### src/rtl/jk_bank_arbiter_pkg.sv
// ---------------------------------------------------------------------------
// jk_arb_pkg
// Shared definitions for the jk_bank_arbiter block:
//   - JK_OP_* : 2-bit command encodings (HOLD/CLEAR/SET/TOGGLE)
//   - jk_state_t : arbiter FSM states (IDLE, APPLY)
//   - jk_drive   : maps (op, mask) to per-bit {j, k} drive
// The op encoding deliberately equals {j, k}, so SET=10 means j=1,k=0.
// ---------------------------------------------------------------------------
package jk_arb_pkg;

  localparam logic [1:0] JK_OP_HOLD   = 2'b00;
  localparam logic [1:0] JK_OP_CLEAR  = 2'b01;
  localparam logic [1:0] JK_OP_SET    = 2'b10;
  localparam logic [1:0] JK_OP_TOGGLE = 2'b11;

  typedef enum logic {
    IDLE  = 1'b0,
    APPLY = 1'b1
  } jk_state_t;

  // {j, k} drive for one bank bit; masked-off bits always hold.
  function automatic logic [1:0] jk_drive(input logic [1:0] op, input logic mask);
    logic [1:0] jk;
    jk = 2'b00;
    if (mask) begin
      unique case (op)
        JK_OP_HOLD:   jk = 2'b00;
        JK_OP_CLEAR:  jk = 2'b01;
        JK_OP_SET:    jk = 2'b10;
        default:      jk = 2'b11;
      endcase
    end
    return jk;
  endfunction

endpackage

### src/rtl/jk_bank_arbiter_if.sv
// ---------------------------------------------------------------------------
// jk_bank_arbiter_if
// Requester-side command bus for jk_bank_arbiter.
//   req_valid [NREQ]        : per-requester command valid
//   req_op    [2*NREQ]      : requester i op in [2i+1:2i]
//   req_mask  [WIDTH*NREQ]  : requester i mask in [WIDTH*i +: WIDTH]
//   req_ready [NREQ]        : one-hot grant from the arbiter
//   req_lock  [NREQ]        : only when JK_ARB_LOCK_EN is defined
// Modports: master (requesters), slave (arbiter).
// ---------------------------------------------------------------------------
interface jk_bank_arbiter_if #(
  parameter int NREQ  = 4,
  parameter int WIDTH = 8
) ();

  logic [NREQ-1:0]       req_valid;
  logic [2*NREQ-1:0]     req_op;
  logic [WIDTH*NREQ-1:0] req_mask;
  logic [NREQ-1:0]       req_ready;
`ifdef JK_ARB_LOCK_EN
  logic [NREQ-1:0]       req_lock;

  modport master (
    output req_valid, req_op, req_mask, req_lock,
    input  req_ready
  );

  modport slave (
    input  req_valid, req_op, req_mask, req_lock,
    output req_ready
  );
`else
  modport master (
    output req_valid, req_op, req_mask,
    input  req_ready
  );

  modport slave (
    input  req_valid, req_op, req_mask,
    output req_ready
  );
`endif

endinterface

### src/rtl/jk_bank_arbiter_bank.sv
// ---------------------------------------------------------------------------
// jk_reg_bank
// WIDTH independent JK flip-flops with a synchronous active-high reset.
//   clk   : clock
//   reset : synchronous, clears q to 0
//   j, k  : per-bit JK inputs (00 hold, 01 clear, 10 set, 11 toggle)
//   q     : bank state
//   qbar  : ~q
// ---------------------------------------------------------------------------
module jk_reg_bank
  import jk_arb_pkg::*;
#(
  parameter int WIDTH = 8
) (
  input  logic             clk,
  input  logic             reset,
  input  logic [WIDTH-1:0] j,
  input  logic [WIDTH-1:0] k,
  output logic [WIDTH-1:0] q,
  output logic [WIDTH-1:0] qbar
);

  logic [WIDTH-1:0] r_q;

  always_ff @(posedge clk) begin
    if (reset) begin
      r_q <= '0;
    end else begin
      for (int unsigned b = 0; b < WIDTH; b++) begin
        unique case ({j[b], k[b]})
          JK_OP_HOLD:  r_q[b] <= r_q[b];
          JK_OP_CLEAR: r_q[b] <= 1'b0;
          JK_OP_SET:   r_q[b] <= 1'b1;
          default:     r_q[b] <= ~r_q[b];
        endcase
      end
    end
  end

  assign q    = r_q;
  assign qbar = ~r_q;

endmodule

### src/rtl/jk_bank_arbiter.sv
// ---------------------------------------------------------------------------
// jk_bank_arbiter
// Round-robin arbiter sharing one WIDTH-bit JK flip-flop bank between NREQ
// requesters. One command is accepted in IDLE, driven onto the bank in APPLY,
// and reported by a one-cycle done pulse when the result is visible on q.
//   clk, reset : clock, synchronous active-high reset
//   bus        : jk_bank_arbiter_if.slave (req_valid/op/mask in, req_ready out)
//   q, qbar    : bank state and its complement
//   done       : pulse, last accepted command now visible on q
//   done_id    : requester index of the completed command
// Optional feature macro: JK_ARB_LOCK_EN (adds bus.req_lock, requester lock).
// ---------------------------------------------------------------------------
module jk_bank_arbiter
  import jk_arb_pkg::*;
#(
  parameter int NREQ  = 4,
  parameter int WIDTH = 8
) (
  input  logic                                       clk,
  input  logic                                       reset,
  jk_bank_arbiter_if.slave                           bus,
  output logic [WIDTH-1:0]                           q,
  output logic [WIDTH-1:0]                           qbar,
  output logic                                       done,
  output logic [((NREQ > 1) ? $clog2(NREQ) : 1)-1:0] done_id
);

  localparam int IDW = (NREQ > 1) ? $clog2(NREQ) : 1;

  jk_state_t        r_state;
  jk_state_t        w_next_state;

  logic [1:0]       r_op;
  logic [WIDTH-1:0] r_mask;
  logic [IDW-1:0]   r_id;
  logic [IDW-1:0]   r_rr_ptr;
  logic             r_done;
  logic [IDW-1:0]   r_done_id;

  logic             w_pick_valid;
  logic [IDW-1:0]   w_pick;
  logic             w_accept;
  logic             w_apply;
  logic [NREQ-1:0]  w_ready;
  logic [WIDTH-1:0] w_j;
  logic [WIDTH-1:0] w_k;
  logic             w_rr_frozen;

`ifdef JK_ARB_LOCK_EN
  logic             r_locked;
  logic [IDW-1:0]   r_lock_id;
  assign w_rr_frozen = r_locked;
`else
  assign w_rr_frozen = 1'b0;
`endif

  // Candidate selection: first valid requester scanning from rr_ptr+1.
  always_comb begin : arb
    int unsigned    cand;
    logic [IDW-1:0] cidx;
    w_pick_valid = 1'b0;
    w_pick       = '0;
    cand         = 0;
    cidx         = '0;
`ifdef JK_ARB_LOCK_EN
    if (r_locked) begin
      w_pick_valid = bus.req_valid[r_lock_id];
      w_pick       = r_lock_id;
    end else
`endif
    begin
      for (int unsigned off = 1; off <= NREQ; off++) begin
        cand = (32'(r_rr_ptr) + off) % NREQ;
        cidx = IDW'(cand);
        if (!w_pick_valid && bus.req_valid[cidx]) begin
          w_pick_valid = 1'b1;
          w_pick       = cidx;
        end
      end
    end
  end

  // FSM state register.
  always_ff @(posedge clk) begin
    if (reset) begin
      r_state <= IDLE;
    end else begin
      r_state <= w_next_state;
    end
  end

  // FSM next-state and outputs.
  always_comb begin
    w_next_state = r_state;
    w_accept     = 1'b0;
    w_apply      = 1'b0;
    w_ready      = '0;
    unique case (r_state)
      IDLE: begin
        if (w_pick_valid) begin
          w_accept     = 1'b1;
          w_ready      = NREQ'(1) << w_pick;
          w_next_state = APPLY;
        end
      end
      APPLY: begin
        w_apply      = 1'b1;
        w_next_state = IDLE;
      end
      default: w_next_state = IDLE;
    endcase
  end

  assign bus.req_ready = w_ready;

  // J/K drive is nonzero only during APPLY, so the bank sees each command once.
  always_comb begin
    w_j = '0;
    w_k = '0;
    if (w_apply) begin
      for (int unsigned b = 0; b < WIDTH; b++) begin
        {w_j[b], w_k[b]} = jk_drive(r_op, r_mask[b]);
      end
    end
  end

  // Command register, round-robin pointer and done reporting.
  always_ff @(posedge clk) begin
    if (reset) begin
      r_op      <= JK_OP_HOLD;
      r_mask    <= '0;
      r_id      <= '0;
      r_rr_ptr  <= IDW'(NREQ - 1);
      r_done    <= 1'b0;
      r_done_id <= '0;
    end else begin
      r_done <= w_apply;
      if (w_apply) begin
        r_done_id <= r_id;
      end
      if (w_accept) begin
        r_op   <= bus.req_op[2*int'(w_pick) +: 2];
        r_mask <= bus.req_mask[WIDTH*int'(w_pick) +: WIDTH];
        r_id   <= w_pick;
        if (!w_rr_frozen) begin
          r_rr_ptr <= w_pick;
        end
      end
    end
  end

`ifdef JK_ARB_LOCK_EN
  // Lock follows the req_lock bit of each handshake; an idle cycle without
  // the owner's valid releases it.
  always_ff @(posedge clk) begin
    if (reset) begin
      r_locked  <= 1'b0;
      r_lock_id <= '0;
    end else if (r_state == IDLE) begin
      if (w_accept) begin
        r_locked  <= bus.req_lock[w_pick];
        r_lock_id <= w_pick;
      end else if (r_locked && !bus.req_valid[r_lock_id]) begin
        r_locked <= 1'b0;
      end
    end
  end
`endif

  jk_reg_bank #(
    .WIDTH(WIDTH)
  ) u_bank (
    .clk   (clk),
    .reset (reset),
    .j     (w_j),
    .k     (w_k),
    .q     (q),
    .qbar  (qbar)
  );

  assign done    = r_done;
  assign done_id = r_done_id;

endmodule

### src/flat_wrapper.sv
// flat-port wrapper written by rule: the top's interface ports become plain ports
module jk_bank_arbiter_flat import jk_arb_pkg::*;
#(
  parameter int NREQ  = 4,
  parameter int WIDTH = 8
)
  (clk, reset, q, qbar, done, done_id, bus_req_valid, bus_req_op, bus_req_mask, bus_req_ready);
  jk_bank_arbiter_if #(.NREQ(NREQ), .WIDTH(WIDTH)) bus_i ();
  input  logic clk;
  input  logic reset;
  output logic [WIDTH-1:0] q;
  output logic [WIDTH-1:0] qbar;
  output logic done;
  output logic [((NREQ > 1) ? $clog2(NREQ) : 1)-1:0] done_id;
  input wire logic [$bits(bus_i.req_valid)-1:0] bus_req_valid;
  input wire logic [$bits(bus_i.req_op)-1:0] bus_req_op;
  input wire logic [$bits(bus_i.req_mask)-1:0] bus_req_mask;
  output wire logic [$bits(bus_i.req_ready)-1:0] bus_req_ready;
  assign bus_i.req_valid = bus_req_valid;
  assign bus_i.req_op = bus_req_op;
  assign bus_i.req_mask = bus_req_mask;
  assign bus_req_ready = bus_i.req_ready;
  jk_bank_arbiter #(.NREQ(NREQ), .WIDTH(WIDTH)) u_core (.clk(clk), .reset(reset), .bus(bus_i), .q(q), .qbar(qbar), .done(done), .done_id(done_id));
endmodule
### config.mk
export PLATFORM = sky130hd
export DESIGN_NAME = jk_bank_arbiter_flat
export DESIGN_NICKNAME = d
export VERILOG_FILES = /design/src/rtl/jk_bank_arbiter_pkg.sv /design/src/rtl/jk_bank_arbiter_if.sv /design/src/rtl/jk_bank_arbiter_bank.sv /design/src/rtl/jk_bank_arbiter.sv /design/src/flat_wrapper.sv
export SDC_FILE = /design/constraint.sdc
export NUM_CORES = 1
export LEC_CHECK = 0
export CORE_MARGIN = 5
export CORE_UTILIZATION = 39
export CTS_CLUSTER_SIZE = 20
export DETAILED_ROUTE_END_ITERATION = 6
export PLACE_DENSITY = 0.76
export SYNTH_ARGS = -nofsm -noshare
export SYNTH_HDL_FRONTEND = slang
export SYNTH_SLANG_ARGS = --single-unit
### constraint.sdc
create_clock -name clk -period 1.6 [get_ports clk]
set_clock_uncertainty 0.05 [all_clocks]
set_input_delay 0.32 -clock clk [delete_from_list [all_inputs] [get_ports clk]]
set_output_delay 0.32 -clock clk [all_outputs]
set_load 0.05 [all_outputs]
==> results.json <==
{
  "die_w_um": 76.2,
  "cts_hold_buf": 0,
  "wire_per_inst_um": 13.5,
  "combPwrFrac_pct": 42.5,
  "post-route-util_pct": 68.8,
  "finalPower_w": 0.00210,
  "finalWirelength_um": 4630,
  "switching_power_w": 0.000678,
  "clock_latency_ns": 0.27,
  "hold_violations": 0,
  "synthCells": 206,
  "r2r_end": "u_core.r_mask[1]",
  "tightest_slew_ns": 0.246,
  "cts_max_path_buffers": 2,
  "endpoint_kind": "output pin",
  "leakagePower_nw": 1.35,
  "rr_startpoint": "u_core.r_rr_ptr[1]",
  "vias": 1711,
  "hold_depth": 2,
  "maxCapViolCount": 0,
  "gp_congestion": 0.712,
  "r2r_cells": 8,
  "sw_frac_of_total_pct": 32.3,
  "grt_overflow": 0,
  "hp-class": "reg2reg",
  "synth_nets": 268,
  "drtIter0Drc": 48,
  "numCtsBuffers": 3,
  "layout_setup_ws_ns": -0.388,
  "clkPwrFrac_pct": 20.8,
  "layout-drive-gt1-share_pct": 25.9,
  "slew_headroom_pct": 83.6,
  "synth_most_common_cell": "nand2_1",
  "row_count": 24,
  "io_buffers": 68,
  "post_synth_main_area_contributors": "dfxtp_1, mux2i_1, ha_1",
  "n_antenna_cell": 0,
  "ys_ff_latch": 26,
  "dp_hpwl_um": 3460,
  "h-tree-depth": 1,
  "track_usage_pct": 14.7,
  "cp-start-kind": "input pin",
  "arrival_ns": 1.62,
  "ys_top_cells_by_count": "nand2_1, dfxtp_1, inv_1",
  "async_reset_ff_share_pct": 0,
  "p_seq_share_pct": 36.7,
  "cts.sinks": 26,
  "grt_pass1_wl_um": 7180,
  "post-route-min-period_ns": 1.99,
  "worstPathRequired_ns": 1.23,
  "status": "finished, violations left",
  "core-area_sq_um": 4290,
  "path_class": "in2out",
  "die_area_sq_um": 5810,
  "io_pins": 69,
  "nets": 353,
  "ir_drop_v": 0.000410,
  "rrSetupSlack_ns": -0.18,
  "area_growth_pct": 72.8,
  "crit_end": "bus_req_ready[3]",
  "synth.top_cell.area_share_pct": 30.4,
  "viasPerCell": 5.00,
  "first_pass_iters": 4,
  "intPower_w": 0.00142,
  "rsz0062_at_grt": "yes",
  "initial_core_util_pct": 39.8,
  "period_share_pct": 124,
  "drc": 0,
  "slew_viol_final": 0,
  "syn-mean-instance-area_sq_um": 8.30,
  "synth.largest_area_cell": "dfxtp_1",
  "first_global_vias": 1678,
  "powerDensity_nw_per_um2": 711,
  "ys_types": 27,
  "seq_area_frac_synth_pct": 30.4,
  "root_buffer": "clkbuf_8",
  "setup_viol": 14,
  "crit_fanout": 5,
  "yosysWarnings": 0,
  "fmax_ghz": 0.503,
  "tritoncts": "yes",
  "antenna_found_initial": 0,
  "clk_pin_slew_worst_paths_ns": 0.10,
  "violations": "setup timing",
  "ys.flop_type": "dfxtp_1",
  "crit_path_start": "bus_req_valid[3]",
  "syn_area_sq_um": 1710,
  "grt_max_degree": 23,
  "ant_nets": 0,
  "synth_edf_count": 0,
  "fp.dieH_um": 76.2
}
[state kept, by name, summed over array words and instances, names as in the netlist]
register / cells
u_core.done: 1
u_core.done_id: 2
u_core.r_id: 2
u_core.r_mask: 8
u_core.r_op: 2
u_core.r_rr_ptr: 2
u_core.r_state: 1
u_core.u_bank.q: 8
[how the worst min path moves through the flow]
stage / startpoint / endpoint / slack (ns)
after global placement: u_core.r_id[1] / u_core.r_id[1] / 0.39
after detailed placement: u_core.r_id[1] / u_core.r_id[1] / 0.40
after global routing: u_core.r_id[1] / u_core.r_id[1] / 0.43
final: u_core.r_id[1] / u_core.r_id[1] / 0.42
after CTS: u_core.r_id[1] / u_core.r_id[1] / 0.41
after floorplan: reset / u_core.r_state / 0.37
[power groups by stage]
stage | logic [W] | registers, W | clock network [W]
3_3_place_gp | 0.000767 | 0.000777 | 0
6_report | 0.000894 | 0.000771 | 0.000437
3_5_place_dp | 0.000783 | 0.000780 | 0
4_1_cts | 0.000799 | 0.000767 | 0.000439
2_1_floorplan | 0.000418 | 0.000804 | 0
5_1_grt | 0.000946 | 0.000780 | 0.000465
[worst max-delay path, cell delays in order]
cell             delay [ns]
clkdlybuf4s15_1        0.29
nand3b_1               0.14
o21ai_1                0.07
a311o_1                0.33
nand2b_4               0.19
nor2b_4                0.12
buf_8                  0.15
[per-stage QoR]
step / instances / setup WS (ns) / hold WS (ns) / cell area, sq um / setup TNS (ns)
finish: 342 / -0.388 / 0.417 / 2960 / -3.07
floorplan: 206 / -0.178 / 0.366 / 1750 / -0.564
global route: 342 / -0.438 / 0.431 / 2960 / -3.92
CTS: 340 / -0.407 / 0.414 / 2840 / -2.70
global placement: 334 / -0.597 / 0.394 / 2750 / -7.88
detailed placement: 334 / -0.664 / 0.400 / 2750 / -9.25
[timing repair]
action                                  4_1_cts  5_1_grt
endpoints found under the setup margin       25       22
gates cloned                                  0        1
gates resized for setup                      12       28
pin swaps                                     2       12
buffers inserted                              2        1
endpoints found under the hold margin         0        0
[routing by layer]
metal | vias to the layer above | part of all wire (%) | GRT usage, %
li1 | 876 | - | -
met4 | 0 | 0.58 | 3.67
met2 | 33 | 54 | 28.6
met5 | - | 0 | 0
met1 | 800 | 41 | 15.5
met3 | 2 | 4.3 | 3.31
[placed cells by master, fill, tap and decap left out, types with 10 or more instances in the layout]
master	instances
buf_4	19
a21oi_1	10
buf_12	23
mux2i_1	16
clkdlybuf4s50_1	41
dfxtp_1	23
nand2_1	32
inv_1	25
ha_1	16
nand3b_1	11
[cell families after synthesis]
kind of cell | after synthesis | share of synthesized area [%]
flops | 26 | 30.4
fa+ha+maj | 16 | 11.7
buf+inv | 36 | 10.5
compound gates | 35 | 14.2
mux | 23 | 13.5
simple gates | 70 | 19.8
[final cells by class]
cell class / count / area [sq um]
tap: 52 / 65.1
multi-input combinational: 144 / 1110
clock buffer: 4 / 55.1
fill: 330 / 1340
sequential: 26 / 527
timing repair buffer: 91 / 1100
inverter: 25 / 93.8
Note: power is estimated with default switching activity, not from simulation.
